### config.mk
export PLATFORM = sky130hd
export DESIGN_NAME = axis_fifo_buffer_flat
export DESIGN_NICKNAME = d
export VERILOG_FILES = /design/src/rtl/axis_buffer_pkg.sv /design/src/rtl/axis_if.sv /design/src/rtl/axis_fifo_buffer.sv /design/src/flat_wrapper.sv
export SDC_FILE = /design/constraint.sdc
export NUM_CORES = 1
export LEC_CHECK = 0
export ABC_CLOCK_PERIOD_IN_PS = 3900
export CAP_MARGIN = 10
export CORE_ASPECT_RATIO = 1.75
export CORE_MARGIN = 8
export CORE_UTILIZATION = 58
export DETAILED_ROUTE_END_ITERATION = 10
export PLACE_DENSITY = 0.87
export SLEW_MARGIN = 10
export SYNTH_ARGS = -nofsm -noshare
export SYNTH_HDL_FRONTEND = slang
export SYNTH_SLANG_ARGS = --single-unit
### constraint.sdc
create_clock -name clk -period 3.9 [get_ports clk]
set_input_delay 0.78 -clock clk [delete_from_list [all_inputs] [get_ports clk]]
set_output_delay 0.78 -clock clk [all_outputs]
set_load 0.02 [all_outputs]
### src/rtl/axis_buffer_pkg.sv
// ---------------------------------------------------------------------------
// axis_buffer_pkg
// Shared sizing helpers for the axis_* family of stream buffers.
//   ptr_width(depth)   : bits needed to index 'depth' storage entries
//   count_width(depth) : bits needed to hold an occupancy of 0..depth
//   is_pow2(depth)     : legal depth check (power of two, at least 2)
// ---------------------------------------------------------------------------
package axis_buffer_pkg;

   // Index width for a circular buffer of 'depth' entries.  Clamped to one
   // bit so that an illegal depth still elaborates far enough to report it.
   function automatic int ptr_width(input int depth);
      return (depth > 1) ? $clog2(depth) : 1;
   endfunction

   // Occupancy needs one more state than there are entries (empty .. full).
   function automatic int count_width(input int depth);
      return $clog2(depth + 1);
   endfunction

   // Pointers wrap by natural overflow, which only works for powers of two.
   function automatic bit is_pow2(input int depth);
      return (depth >= 2) && ((depth & (depth - 1)) == 0);
   endfunction

endpackage

### src/rtl/axis_if.sv
// ---------------------------------------------------------------------------
// axis_if
// Minimal AXI-Stream bundle (tvalid/tready/tdata).
//   m : manager view  (drives tvalid/tdata, receives tready)
//   s : subordinate view (receives tvalid/tdata, drives tready)
// ---------------------------------------------------------------------------
interface axis_if #(
   parameter int TDATA_WIDTH = 32
) ();
   logic                   tvalid;
   logic                   tready;
   logic [TDATA_WIDTH-1:0] tdata;

   modport m (output tvalid, output tdata, input tready);
   modport s (input tvalid, input tdata, output tready);
endinterface

### src/rtl/axis_fifo_buffer.sv
// ---------------------------------------------------------------------------
// axis_fifo_buffer
// DEPTH-entry AXI-Stream elastic buffer with flush and occupancy output.
// Both handshake outputs are decoded from the registered occupancy only, so
// there is no combinational path from downstream tready to upstream tready,
// and an empty buffer never bypasses an incoming beat to the output.
//
// Ports:
//   clk      : clock
//   rst      : synchronous, active-high reset
//   axis_sif : upstream subordinate (tvalid/tready/tdata)
//   axis_mif : downstream manager   (tvalid/tready/tdata), same data width
//   flush    : discard every stored beat; blocks both handshakes this cycle
//   count    : registered occupancy 0..DEPTH
// ---------------------------------------------------------------------------
module axis_fifo_buffer
   import axis_buffer_pkg::*;
#(
   parameter  int DEPTH       = 4,
   localparam int COUNT_WIDTH = count_width(DEPTH)
) (
   input  logic                   clk,
   input  logic                   rst,
   axis_if.s                      axis_sif,
   axis_if.m                      axis_mif,
   input  logic                   flush,
   output logic [COUNT_WIDTH-1:0] count
);

   localparam int TDATA_WIDTH = $bits(axis_sif.tdata);
   localparam int PTR_WIDTH   = ptr_width(DEPTH);

   // ------------------------------------------------------------------
   // Elaboration-time parameter checks
   // ------------------------------------------------------------------
   generate
      if (!is_pow2(DEPTH)) begin : g_bad_depth
         $fatal(1, "axis_fifo_buffer: DEPTH must be a power of two >= 2");
      end
      if ($bits(axis_mif.tdata) != TDATA_WIDTH) begin : g_bad_width
         $fatal(1, "axis_fifo_buffer: axis_sif and axis_mif TDATA_WIDTH differ");
      end
   endgenerate

   // ------------------------------------------------------------------
   // Storage and state
   // ------------------------------------------------------------------
   logic [TDATA_WIDTH-1:0] mem [DEPTH];
   logic [PTR_WIDTH-1:0]   wr_ptr;
   logic [PTR_WIDTH-1:0]   rd_ptr;
   logic [COUNT_WIDTH-1:0] cnt;

   logic s_ready;
   logic m_valid;
   logic s_hs;
   logic m_hs;

   // Ready/valid come from cnt alone.  rst is folded in so the outputs read
   // 0 during the reset cycles even before cnt has been cleared; flush gates
   // both sides so no beat can move in a flush cycle.
   assign s_ready = !rst && !flush && (cnt != COUNT_WIDTH'(DEPTH));
   assign m_valid = !rst && !flush && (cnt != '0);

   assign s_hs = axis_sif.tvalid && s_ready;
   assign m_hs = m_valid && axis_mif.tready;

   assign axis_sif.tready = s_ready;
   assign axis_mif.tvalid = m_valid;
   assign axis_mif.tdata  = mem[rd_ptr];

   // Report 0 while reset is held, even in the first reset cycle.
   assign count = rst ? '0 : cnt;

   // ------------------------------------------------------------------
   // Storage, pointers and occupancy
   // ------------------------------------------------------------------
   always_ff @(posedge clk) begin
      // s_hs is already 0 under rst/flush or when full, so a live entry is
      // never overwritten and the array itself needs no reset.
      if (s_hs) begin
         mem[wr_ptr] <= axis_sif.tdata;
      end

      if (rst) begin
         cnt    <= '0;
         wr_ptr <= '0;
         rd_ptr <= '0;
      end else if (flush) begin
         // Dropping everything is just catching the read side up.
         cnt    <= '0;
         rd_ptr <= wr_ptr;
      end else begin
         if (s_hs) begin
            wr_ptr <= wr_ptr + PTR_WIDTH'(1);
         end
         if (m_hs) begin
            rd_ptr <= rd_ptr + PTR_WIDTH'(1);
         end
         case ({s_hs, m_hs})
            2'b10:   cnt <= cnt + COUNT_WIDTH'(1);
            2'b01:   cnt <= cnt - COUNT_WIDTH'(1);
            default: cnt <= cnt;
         endcase
      end
   end

   // ------------------------------------------------------------------
   // Protocol checks (simulation only)
   // ------------------------------------------------------------------
`ifndef SYNTHESIS
   // Upstream must hold a refused beat; a flush or reset discards it anyway.
   a_s_hold : assert property (@(posedge clk)
      (axis_sif.tvalid && !s_ready && !flush && !rst)
      |=> (rst || flush || (axis_sif.tvalid && $stable(axis_sif.tdata))))
      else $error("axis_fifo_buffer: upstream dropped or changed a stalled beat");

   // Offered output beat stays put until taken, flushed or reset.
   a_m_hold : assert property (@(posedge clk)
      (m_valid && !axis_mif.tready)
      |=> (rst || flush || (m_valid && $stable(axis_mif.tdata))))
      else $error("axis_fifo_buffer: output beat withdrawn or changed while stalled");

   a_cnt_range : assert property (@(posedge clk)
      rst || (cnt <= COUNT_WIDTH'(DEPTH)))
      else $error("axis_fifo_buffer: occupancy exceeds DEPTH");
`endif

endmodule

### src/flat_wrapper.sv
// flat-port wrapper written by rule: the top's interface ports become plain ports
module axis_fifo_buffer_flat import axis_buffer_pkg::*;
#(
   parameter  int DEPTH       = 4,
   localparam int COUNT_WIDTH = count_width(DEPTH)
)
  (clk, rst, flush, count, axis_sif_tvalid, axis_sif_tdata, axis_sif_tready, axis_mif_tvalid, axis_mif_tdata, axis_mif_tready);
  axis_if #(.TDATA_WIDTH((32))) axis_sif_i ();
  axis_if #(.TDATA_WIDTH((32))) axis_mif_i ();
  input  logic clk;
  input  logic rst;
  input  logic flush;
  output logic [COUNT_WIDTH-1:0] count;
  input wire logic [$bits(axis_sif_i.tvalid)-1:0] axis_sif_tvalid;
  input wire logic [$bits(axis_sif_i.tdata)-1:0] axis_sif_tdata;
  output wire logic [$bits(axis_sif_i.tready)-1:0] axis_sif_tready;
  output wire logic [$bits(axis_mif_i.tvalid)-1:0] axis_mif_tvalid;
  output wire logic [$bits(axis_mif_i.tdata)-1:0] axis_mif_tdata;
  input wire logic [$bits(axis_mif_i.tready)-1:0] axis_mif_tready;
  assign axis_sif_i.tvalid = axis_sif_tvalid;
  assign axis_sif_i.tdata = axis_sif_tdata;
  assign axis_sif_tready = axis_sif_i.tready;
  assign axis_mif_tvalid = axis_mif_i.tvalid;
  assign axis_mif_tdata = axis_mif_i.tdata;
  assign axis_mif_i.tready = axis_mif_tready;
  axis_fifo_buffer #(.DEPTH(DEPTH)) u_core (.clk(clk), .rst(rst), .axis_sif(axis_sif_i), .axis_mif(axis_mif_i), .flush(flush), .count(count));
endmodule
==> run_results.csv <==
group,metric,value,unit
setup_path,crit_buf_inv,2,
setup_path,cp-end-kind,"output port",
setup_path,critPathLaunchType,"flip-flop",
setup_path,reg2reg_to,"u_core.cnt[2]",
setup_path,crit_type,"flip-flop to output port",
cts,cts_root_buffer,"clkbuf_16",
routing,postRouteWirelength,9302,um
cts,post_cts.repair.setup_buffers,0,
routing,routedWlPerCell,21.09,um
routing,vias,2429,
setup_path,cpPeakStageDelay,0.72,ns
sta,min_period,3.290,ns
cts,postCtsHoldBufs,0,
sta,layout_setup_ws,0.6104,ns
cells_and_area,post-route-util,77.21,%
routing,ant_nets,0,
floorplanning,dieWidth,87.09,um
sta,finClkSkew,0.009475,ns
sta,rsz0062_at_grt,"no",
routing,drc,0,
cts,clk_pin_slew,0.06,ns
cts,cts_buffers,17,
place,dpl_worst_slack,0.6303,ns
yosys,ys_ff_latch,137,
cells_and_area,area_growth,29.66,%
sta,maxSlewHeadroom,44.03,%
yosys,synth.area.top_cells,"edfxtp_1, mux4_2, dfxtp_1, ha_1, nor2_1",
setup_path,rr_worst_depth,9,
sta,tns,0,ns
pwr,p_seq_share,46.0,%
setup_path,crit_path_end,"axis_mif_tdata[26]",
pwr,switchingPower,702.0,uW
yosys,synth_warnings,0,
cts,tritoncts,"done",
floorplanning,coreArea,8615,um2
yosys,synth_cells,228,
setup_path,cp_max_fo,17,
pwr,internal_power,2886,uW
yosys,synth_cell_types,29,
setup_path,r2r_start,"u_core.cnt[2]",
floorplanning,io_pins,74,
cts,clock_sinks,137,
yosys,yosys.area.top_type,"edfxtp_1",
place,portBuffers,73,
hold_path,hold_class,"flip-flop to flip-flop",
setup_path,r2r_slack,1.34,ns
cts,clk_latency,0.41,ns
sta,timing.final.crit_share,84.35,%
pwr,pwr-share-clk,47.5,%
cts,cts-resized-gates,0,
routing,drtIter0Drc,146,
cells_and_area,nNetsFinal,354,
sta,fmax,304.0,MHz
sta,hold_viol,0,
sta,setup_violations,0,
sta,whs,0.5356,ns
cells_and_area,antennaDiodeCount,0,
place,gp_congestion,0.7095,
setup_path,cp_data_arrival_time,2.51,ns
yosys,syn_area_per_cell,22.50,um2
pwr,p_leak,0.002152,uW
setup_path,cp_slowest_cell,"dfxtp_2",
setup_path,cp_num_cells,3,
global_routing,antenna_found_initial,0,
sta,slew_violations,0,
global_routing,grtUsageTotal,16.36,%
setup_path,path_cells,"buf_12 -> mux4_2 -> clkdlybuf4s50_1",
routing,avgViaCountPerCell,5.508,
place,dp_hpwl,5534,um
pwr,vdd_ir_drop_max,0.5808,mV
cts,clockBufferDepth,2,
floorplanning,die_area,12230,um2
floorplanning,initial_core_util,59.55,%
setup_path,required,3.12,ns
cts,cts_max_level,4,
setup_path,crit_family,"buffers and inverters",
run_status,status,"finished, final reports clean",
yosys,synth_top_cell_area_share,74.93,%
yosys,syn_area,5130,um2
global_routing,grt_pass1_wl,14100,um
global_routing,first_global_vias,2609,
floorplanning,die_h,140.4,um
floorplanning,rows,45,
cells_and_area,layout-drive-gt1-share,22.53,%
routing,first_pass_iters,5,
job,drv_cap,0,
sta,worst_pin_slew,0.8396,ns
yosys,yosysSeqAreaShare,78.44,%
yosys,synth_fp_nets,271,
pwr,power_frac_comb,6.5,%
global_routing,overflow,0,
pwr,swShare,19.57,%
pwr,power_density,539.4,nW/um2
global_routing,grt_max_degree,33,
[power groups by stage]
stage / Sequential [uW] / Combinational, uW / Clock, uW
2_1_floorplan: 1670 / 123 / 0
5_1_grt: 1650 / 246 / 1780
3_3_place_gp: 1680 / 231 / 0
4_1_cts: 1650 / 237 / 1720
3_5_place_dp: 1680 / 234 / 0
6_report: 1650 / 233 / 1700
[layout by cell type, fill, tap and decap left out, types with 4 or more instances in the layout]
cell	netlist	routed
dfxtp_1	9	7
edfxtp_1	128	128
clkdlybuf4s50_1	0	73
inv_1	6	6
and3_2	0	4
nor2_1	7	7
a21oi_1	4	4
ha_1	5	5
clkbuf_16	0	23
mux4_2	32	32
[flip-flops by register name, indices dropped and copies added, names as in the netlist, named ones only]
signal	cells
u_core.mem	128
u_core.cnt	3
u_core.rd_ptr	2
u_core.wr_ptr	2
[tightest hold or removal path: stages, from the launching register on]
cell,delay [ns]
dfxtp_1,0.35
nand2b_1,0.09
o21ai_1,0.05
[cells by family after synthesis]
kind of cell	count (synthesis)	share of synthesized area [%]
buffers and inverters	16	1.293
xor gates and xnor gates	4	0.6831
muxes	32	14.05
DFF	137	78.44
and+or+nand+nor	22	2.488
AOI/OAI and AO/OA	11	1.439
adders and majority gates	6	1.610
[per-stage QoR]
stage,cell area (um2),cells,power [uW]
finish,6651,441,3588
global route,6651,441,3681
CTS,6651,441,3611
detailed placement,5991,409,1916
global placement,5991,409,1911
floorplan,5130,228,1789
[synth_stat cells]
| cell | n |
|---|---|
| buf_1 | 3 |
| mux4_2 | 32 |
| inv_1 | 6 |
| edfxtp_1 | 128 |
| o311ai_0 | 1 |
| nand2b_1 | 1 |
| and2_4 | 1 |
| xor2_1 | 2 |
| or3b_1 | 1 |
| nor2b_1 | 2 |
| buf_2 | 5 |
| nor3b_2 | 1 |
| xnor2_1 | 2 |
| o31ai_2 | 1 |
| o21ai_1 | 1 |
| nand3_1 | 2 |
| dfxtp_1 | 9 |
| nor3_1 | 1 |
| and3_1 | 4 |
| ha_1 | 5 |
| o21ai_0 | 1 |
| o21a_1 | 2 |
| a21oi_1 | 4 |
| fa_1 | 1 |
| or2_2 | 1 |
| o31ai_1 | 1 |
| or3_1 | 1 |
| nor2_1 | 7 |
| clkbuf_1 | 2 |
[worst min path at each step]
stage                       end  slack [ns]  cells after the start             start
4_1_cts        u_core.wr_ptr[0]        0.53                      2  u_core.wr_ptr[0]
3_3_place_gp   u_core.wr_ptr[0]        0.50                      2  u_core.wr_ptr[0]
3_5_place_dp   u_core.wr_ptr[0]        0.52                      2  u_core.wr_ptr[0]
6_report       u_core.wr_ptr[0]        0.54                      2  u_core.wr_ptr[0]
5_1_grt        u_core.wr_ptr[0]        0.57                      2  u_core.wr_ptr[0]
2_1_floorplan  u_core.wr_ptr[0]        0.48                      2  u_core.wr_ptr[0]
[final cells by class]
cell class	count	area (um2)
fillers	444	1963
clock buffers	26	596.8
clock inverters	6	63.81
flip-flops and latches	137	4026
inverters	6	22.52
multi-input cells	75	1045
repair buffers	74	750.7
well taps	117	146.4
[metal layers]
layer | wire length, um | share of wire, % | up-vias | track usage, %
li1 | - | - | 1112 | -
met1 | 3507 | 38 | 1225 | 17.80
met2 | 5152 | 55 | 86 | 27.21
met3 | 543 | 5.8 | 6 | 5.917
met4 | 97 | 1.0 | 0 | 8.120
met5 | 0 | 0 | - | 0
(Power assumes the default switching activity.)
